$ cat config.mk
export PLATFORM = sky130hd
export DESIGN_NAME = if_id_buf
export DESIGN_NICKNAME = d
export VERILOG_FILES = /design/src/rtl/if_pkg.sv /design/src/rtl/sync_fifo.sv /design/src/rtl/if_id_buf.sv
export SDC_FILE = /design/constraint.sdc
export NUM_CORES = 1
export LEC_CHECK = 0
export BUFFER_PORTS_ARGS = -buffer_cell sky130_fd_sc_hd__buf_2
export CAP_MARGIN = 20
export CORE_ASPECT_RATIO = 1.5
export CORE_MARGIN = 10
export CORE_UTILIZATION = 23
export CTS_CLUSTER_DIAMETER = 150
export CTS_CLUSTER_SIZE = 24
export DETAILED_ROUTE_END_ITERATION = 6
export GPL_TIMING_DRIVEN = 0
export MAX_ROUTING_LAYER = met4
export SETUP_SLACK_MARGIN = 0.2
export SYNTH_ARGS = -nofsm -noshare
export SYNTH_HDL_FRONTEND = slang
export SYNTH_SLANG_ARGS = --single-unit
$ cat constraint.sdc
create_clock -name clk -period 2.8 [get_ports clk]
set_input_delay 0 -clock clk [delete_from_list [all_inputs] [get_ports clk]]
set_output_delay 0 -clock clk [all_outputs]
set_load 0.01 [all_outputs]
$ cat src/rtl/if_pkg.sv
// Shared fetch-path types and constants for the IF/ID buffer.
// Latency: n/a (declarations only).
// Backpressure: n/a.
package if_pkg;

  localparam int PC_W   = 6;
  localparam int INST_W = 32;

  // Value driven onto the decode instruction bus when no entry is valid.
  localparam logic [INST_W-1:0] NOP_INST = '0;

  // One fetched instruction paired with the PC it was read from.
  typedef struct packed {
    logic [PC_W-1:0]   pc;
    logic [INST_W-1:0] inst;
  } fetch_entry_t;

endpackage

$ cat src/rtl/sync_fifo.sv
// Generic synchronous FIFO with registered storage and a synchronous clear.
// Latency: push visible at the head one cycle after the push edge.
// Backpressure: push is ignored when full (unless popping), pop is ignored when empty.
//
// Ports:
//   clk, rst      clock; synchronous active-high reset (also zeroes storage)
//   clear         synchronous flush of pointers and count, priority over push/pop
//   push/push_dat write one entry
//   pop           retire the head entry
//   head_dat      current head entry (meaningful only while count != 0)
//   count         occupancy, 0..DEPTH
module sync_fifo #(
  parameter int WIDTH = 38,
  parameter int DEPTH = 4
) (
  input  logic                       clk,
  input  logic                       rst,
  input  logic                       clear,
  input  logic                       push,
  input  logic [WIDTH-1:0]           push_dat,
  input  logic                       pop,
  output logic [WIDTH-1:0]           head_dat,
  output logic [$clog2(DEPTH):0]     count
);

  localparam int AW = $clog2(DEPTH);
  localparam int CW = AW + 1;

  logic [WIDTH-1:0] mem [DEPTH];
  logic [AW-1:0]    rd_ptr;
  logic [AW-1:0]    wr_ptr;
  logic             do_push;
  logic             do_pop;

  assign do_pop   = pop & (count != '0);
  assign do_push  = push & ((count < CW'(DEPTH)) | do_pop);
  assign head_dat = mem[rd_ptr];

  always_ff @(posedge clk) begin
    if (rst) begin
      rd_ptr <= '0;
      wr_ptr <= '0;
      count  <= '0;
      for (int i = 0; i < DEPTH; i++) begin
        mem[i] <= '0;
      end
    end else if (clear) begin
      rd_ptr <= '0;
      wr_ptr <= '0;
      count  <= '0;
    end else begin
      if (do_push) begin
        mem[wr_ptr] <= push_dat;
        wr_ptr      <= wr_ptr + AW'(1);
      end
      if (do_pop) begin
        rd_ptr <= rd_ptr + AW'(1);
      end
      count <= count + CW'(do_push) - CW'(do_pop);
    end
  end

endmodule

$ cat src/rtl/if_id_buf.sv
// Fetch-to-decode buffer: pairs each issued PC with the ROM word returned a cycle later and queues it.
// Latency: issue to id_valid is 2 cycles (one in the request register, one in the FIFO).
// Backpressure: stall_req holds the PC register whenever queued plus in-flight entries reach DEPTH.
//
// Ports:
//   clk, rst        clock; synchronous active-high reset
//   if_pc, if_ce    PC presented to the ROM and its fetch enable
//   rom_inst        ROM data, belongs to the PC presented one cycle earlier
//   stall_req       hold the PC (registered-only, no input-to-output path)
//   flush           drop all queued and in-flight fetches
//   id_valid/id_ready, id_pc, id_inst  decode-side handshake; data masked to 0 when empty
module if_id_buf #(
  parameter int PC_W   = if_pkg::PC_W,
  parameter int INST_W = if_pkg::INST_W,
  parameter int DEPTH  = 4              // power of 2, at least 2
) (
  input  logic              clk,
  input  logic              rst,
  input  logic [PC_W-1:0]   if_pc,
  input  logic              if_ce,
  input  logic [INST_W-1:0] rom_inst,
  output logic              stall_req,
  input  logic              flush,
  output logic              id_valid,
  input  logic              id_ready,
  output logic [PC_W-1:0]   id_pc,
  output logic [INST_W-1:0] id_inst
);

  import if_pkg::*;

  localparam int AW = $clog2(DEPTH);
  localparam int CW = AW + 1;

  typedef struct packed {
    logic [PC_W-1:0]   pc;
    logic [INST_W-1:0] inst;
  } entry_t;

  logic          req_vld;
  logic [PC_W-1:0] req_pc;
  logic [CW-1:0] count;
  logic [CW:0]   occ;
  logic          issue;
  logic          pop;
  entry_t        push_dat;
  entry_t        head_dat;

  // Counting the in-flight fetch as occupied guarantees a slot exists for
  // it when its ROM word arrives, so a full FIFO never drops a capture.
  assign occ       = {1'b0, count} + {{CW{1'b0}}, req_vld};
  assign stall_req = occ >= (CW+1)'(DEPTH);

  // A held PC with if_ce=1 keeps re-reading the ROM; gating issue with
  // stall_req is what stops those re-reads from becoming duplicates.
  assign issue = if_ce & ~stall_req;

  always_ff @(posedge clk) begin
    if (rst) begin
      req_vld <= 1'b0;
      req_pc  <= '0;
    end else if (flush) begin
      req_vld <= 1'b0;
    end else begin
      req_vld <= issue;
      req_pc  <= if_pc;
    end
  end

  // The ROM word on this cycle's bus belongs to last cycle's PC.
  assign push_dat.pc   = req_pc;
  assign push_dat.inst = rom_inst;

  assign id_valid = (count != '0);
  assign pop      = id_valid & id_ready;
  assign id_pc    = id_valid ? head_dat.pc   : '0;
  assign id_inst  = id_valid ? head_dat.inst : INST_W'(NOP_INST);

  sync_fifo #(
    .WIDTH ($bits(entry_t)),
    .DEPTH (DEPTH)
  ) u_fifo (
    .clk      (clk),
    .rst      (rst),
    .clear    (flush),
    .push     (req_vld),
    .push_dat (push_dat),
    .pop      (pop),
    .head_dat (head_dat),
    .count    (count)
  );

endmodule
Yosys cells after proc, flatten, opt, wreduce, memory -nomap -nowiden
Memory sizes are Yosys's and may differ from the RTL's. A register that Yosys moved wholly into a read port is not among the register bits. Index checks and enable logic that the tools add are counted.

Register bits: 14. Bits in writable memories: 152. Bits of input ports: 43. Word-level logic and storage cells: 35. Memories: 1.

Add/subtract/negate cells: 5. $lt $le $gt $ge: 2. Muxes and demuxes: 13. Bitwise operators: 6. Reduce and logical (&&, ||, !) cells: 3.

Memory list: u_fifo.mem (depth 4, width 38, read ports 1, clocked after Yosys merged registers in 1, write ports 4, line sync_fifo.sv:29) `logic [WIDTH-1:0] mem [DEPTH];`.

Operator list (number): 2-to-1 mux 38 bit (1); OR reduction 38 bit (1); 2-to-1 mux 32 bit (1); 2-to-1 mux 1 bit (7); 2-to-1 mux 2 bit (3); 2-to-1 mux 6 bit (1); adder 2 x 1 -> 2 bit, second input constant (2); adder 3 x 1 -> 4 bit (1); AND 1 bit (4); >= comparator 4 x 3 -> 1 bit, second input constant (1); adder 3 x 1 -> 3 bit (1); less-than comparator 3 bit, second input constant (1); nonzero test 3 bit (1); subtractor 3 x 1 -> 3 bit (1); OR reduction 2 bit (1); inverter 1 bit (1); OR 1 bit (1).

Longest topological paths before layout
Depth in word-level cells: 11. Mapped depth: 8. Mapped depth without buffers: 8.

Hierarchy
A second synthesis with hierarchy kept.

Cell total of the unflattened synthesis: 485. Area, all modules: 7561.0 µm².

By module, submodules not included: sync_fifo (instances 1, cells an instance 418, area an instance 7038.0 µm²); if_id_buf (instances 1, cells an instance 67, area an instance 523.0 µm²).

Worst setup path after synthesis
Ideal clock, no wire load.

Path kind: register to register. Start: register u_fifo.count[2]. End: memory u_fifo.mem[1][0] (enable). Setup time: 378 ps. Data arrival time: 1680 ps. Path slack: 741 ps. Cell stages (with the launch flop): 6. Path through: dfxtp_1 > nor2b_1 > buf_2 > nor4_4 > clkbuf_2 > or2_2.

RTL lines: start: declaration (line sync_fifo.sv:23) `output logic [$clog2(DEPTH):0] count`; start signal: assignment (line sync_fifo.sv:59) `count <= count + CW'(do_push) - CW'(do_pop);`; end: declaration (line sync_fifo.sv:29).

==> flow_metrics.env <==
export IMPL_syn_nets=539
export IMPL_rsz0062_at_grt="true"
export IMPL_finalWirelength_um=18300
export IMPL_hp_class="input port to register"
export IMPL_rr_startpoint="u_fifo.count[2]"
export IMPL_hold_end="u_fifo.wr_ptr[1]"
export IMPL_path_buf_inv=3
export IMPL_drt_iter0_drc=199
export IMPL_antenna_found_initial=2
export IMPL_final_min_clock_period_ns=2.45
export IMPL_track_usage_pct=9.39
export IMPL_postCtsSetupBuffers=0
export IMPL_gp_congestion=0.737
export IMPL_grt_max_degree=25
export IMPL_rrSetupSlack_ns=0.35
export IMPL_io_buffers=81
export IMPL_final_max_slew_viol_count=0
export IMPL_worstPathRequired_ns=2.92
export IMPL_final_nets=691
export IMPL_cts_root_buf="clkbuf_16"
export IMPL_worstHoldPathCells=4
export IMPL_fin_setup_tns_ns=0
export IMPL_hpwlAfterDp_um=12400
export IMPL_yosys_register_bits=168
export IMPL_core_mm2=0.0325
export IMPL_die_height_um=242
export IMPL_vdd_ir_drop_max_mv=0.332
export IMPL_grt_pass1_wl_um=27900
export IMPL_start_util_pct=23.3
export IMPL_finalCritPeriodShare_pct=87.4
export IMPL_slowest_stage="or2_2"
export IMPL_layout_drive_gt1_share_pct=28.5
export IMPL_setup_viol=0
export IMPL_hold_violations=0
export IMPL_crit_arrival_ns=2.57
export IMPL_cp_start_kind="register"
export IMPL_clk_path_buf_depth=2
export IMPL_worst_r2r_endpoint="u_fifo.mem[1][21]"
export IMPL_status="completed"
export IMPL_worst_hold_slack_ns=0.0133
export IMPL_htreeDepth=4
export IMPL_powerDensity_mw_per_mm2=601
export IMPL_grt_pass1_vias=4713
export IMPL_grt_ovfl_total=0
export IMPL_power_leakage_nw=3.66
export IMPL_r2r_cells=6
export IMPL_tightest_slew_ns=0.690
export IMPL_utilization_pct=29.9
export IMPL_areaGrowthSynthToFinish_pct=28.3
export IMPL_synth_area_per_cell_um2=15.4
export IMPL_fp_dieW_um=168
export IMPL_drc=0
export IMPL_netlist_area_mm2=0.00758
export IMPL_cts_buffers_inserted=17
export IMPL_ys_warn_count=0
export IMPL_cts_tree="done"
export IMPL_slowest_delay_ns=0.49
export IMPL_synth_yosys_seq_area_share_pct=64.5
export IMPL_worstSkewPairLatency_ns=0.43
export IMPL_cts_clk_slew_worst_paths_ns=0.06
export IMPL_syn_inst=492
export IMPL_via_per_inst=4.02
export IMPL_ys_types=35
export IMPL_skew_ns=0.00610
export IMPL_worst_path_max_fanout=24
export IMPL_fmax_ghz=0.409
export IMPL_slew_headroom_pct=54.0
export IMPL_end_kind="register"
export IMPL_drtAntennaViolNets=0
export IMPL_path_delay_family="simple AND/OR/NAND/NOR gates"
export IMPL_fp_dieArea_mm2=0.0408
export IMPL_wire_per_inst_um=17.0
export IMPL_crit_chain="nor2b_1 > buf_2 > nor4_4 > clkbuf_2 > or2_2 > buf_12"
export IMPL_cts_sinks=168
export IMPL_maxCapViolations=0
export IMPL_crit_type="register to register"
export IMPL_vias=4321
export IMPL_hp_start="flush"
export IMPL_ios=83
export IMPL_dr_pass1_iters=4
export IMPL_num_rows=81
-- worst max-delay path by stage --
stage,start,end,slack (ns),cells after the start
6_report,u_fifo.count[2],u_fifo.mem[1][21],0.35,6
5_1_grt,u_fifo.count[2],u_fifo.mem[1][21],0.19,6
4_1_cts,u_fifo.count[1],id_pc[1],0.26,4
3_5_place_dp,u_fifo.count[1],u_fifo.count[2],0.29,8
3_3_place_gp,u_fifo.count[2],u_fifo.mem[1][23],0.04,5
2_1_floorplan,u_fifo.count[2],u_fifo.mem[1][0],0.74,5
-- per-layer routing --
metal  up-vias  share of wire, %  global-route usage, %
met2        80                55                   16.7
met5         -                 0                      -
met1      2136                39                   9.72
met4         0               2.0                   4.11
li1       2085                 -                      -
met3        20               3.3                   2.03
-- worst reg2reg max path: stages, from the launching register on --
cell and delay, ns:
dfxtp_1 0.37, nor2b_1 0.15, buf_2 0.19, nor4_4 0.33
clkbuf_2 0.32, or2_2 0.49, buf_12 0.28
-- layout by cell type (no fill, tap or decap), types with 3 or more instances in the layout --
master and count:
mux2i_1 6, mux4_2 38, ha_1 3, o21ai_0 4, inv_1 7, edfxtp_1 152
clkbuf_16 17, or2_2 3, buf_12 4, bufinv_16 5, clkbuf_2 11, buf_2 87
dfxtp_1 16, a21oi_1 3, nor2_1 10, dlygate4sd3_1 48, and2_1 154, nor2b_1 40
buf_6 5, clkinv_4 4, nand2_1 3, nor3_1 3, clkbuf_1 7
-- through the flow --
step | cell area, um^2 | power, W | std cells | setup slack [ns]
6_report | 9730 | 0.00584 | 1074 | 0.352
2_1_floorplan | 7580 | 0.00309 | 492 | 0.741
3_5_place_dp | 8580 | 0.00327 | 992 | 0.293
5_1_grt | 9730 | 0.00604 | 1074 | 0.192
3_3_place_gp | 8500 | 0.00325 | 988 | 0.0418
4_1_cts | 9720 | 0.00591 | 1072 | 0.256
-- registers in the layout, summed over array words and instances (netlist names), named ones only --
signal,cells
u_fifo.rd_ptr,2
req_pc,6
u_fifo.mem,152
u_fifo.count,3
u_fifo.wr_ptr,2
req_vld,1
-- cells in the mapped netlist (all sizes together) --
master / n / share of area [%]
nor3: 5 / 0.40
or2: 4 / 0.33
mux4: 38 / 11
and2: 154 / 13
a21oi: 3 / 0.20
clkbuf: 17 / 1.0
fa: 1 / 0.26
nand2: 3 / 0.15
or3: 2 / 0.17
mux2i: 6 / 0.79
nand3: 1 / 0.066
or4b: 1 / 0.13
nand2b: 2 / 0.17
dfxtp: 16 / 4.2
buf: 15 / 1.5
edfxtp: 152 / 60
o21bai: 1 / 0.099
nor2b: 40 / 3.3
a31o: 1 / 0.12
nor4: 2 / 0.56
nor4b: 1 / 0.31
nor2: 10 / 0.50
o311a: 1 / 0.13
o21ai: 4 / 0.26
xor2: 1 / 0.12
nor3b: 1 / 0.099
ha: 3 / 0.50
inv: 7 / 0.35
-- power breakdown --
part | total [W] | internal, W | switching (W)
Clock | 0.00258 | 0.00159 | 0.000992
Sequential | 0.00285 | 0.00282 | 0.0000283
Combinational | 0.000415 | 0.000192 | 0.000223
-- final cells by class --
class,count,area (um^2)
Timing Repair Buffer,133,966
Tap cell,415,519
Clock buffer,18,429
Antenna cell,2,5.00
Multi-Input combinational cell,285,2480
Fill cell,3223,22800
Buffer,32,194
Clock inverter,14,223
Inverter,7,26.3
Sequential cell,168,4880
-- repair_timing --
action | in CTS | in global routing
hold endpoints to repair | 142 | 0
endpoints found under the setup margin | 1 | 9
resized for setup | 1 | 1
hold buffers | 48 | 0
-- logic make-up (layout without fill, tap and decap cells) --
| logic type | after synthesis | count (layout) | synth area share, % |
|---|---|---|---|
| AO/OA/AOI/OAI | 10 | 10 | 0.809 |
| XOR/XNOR | 1 | 1 | 0.116 |
| adder cells (fa/ha/maj) | 4 | 4 | 0.760 |
| buffers and inverters | 39 | 204 | 2.89 |
| flip-flops | 168 | 168 | 64.5 |
| multiplexers | 44 | 44 | 12.1 |
| other | 0 | 2 | 0 |
| AND/OR/NAND/NOR | 226 | 226 | 18.9 |
Power figures use the tool's default switching activity.
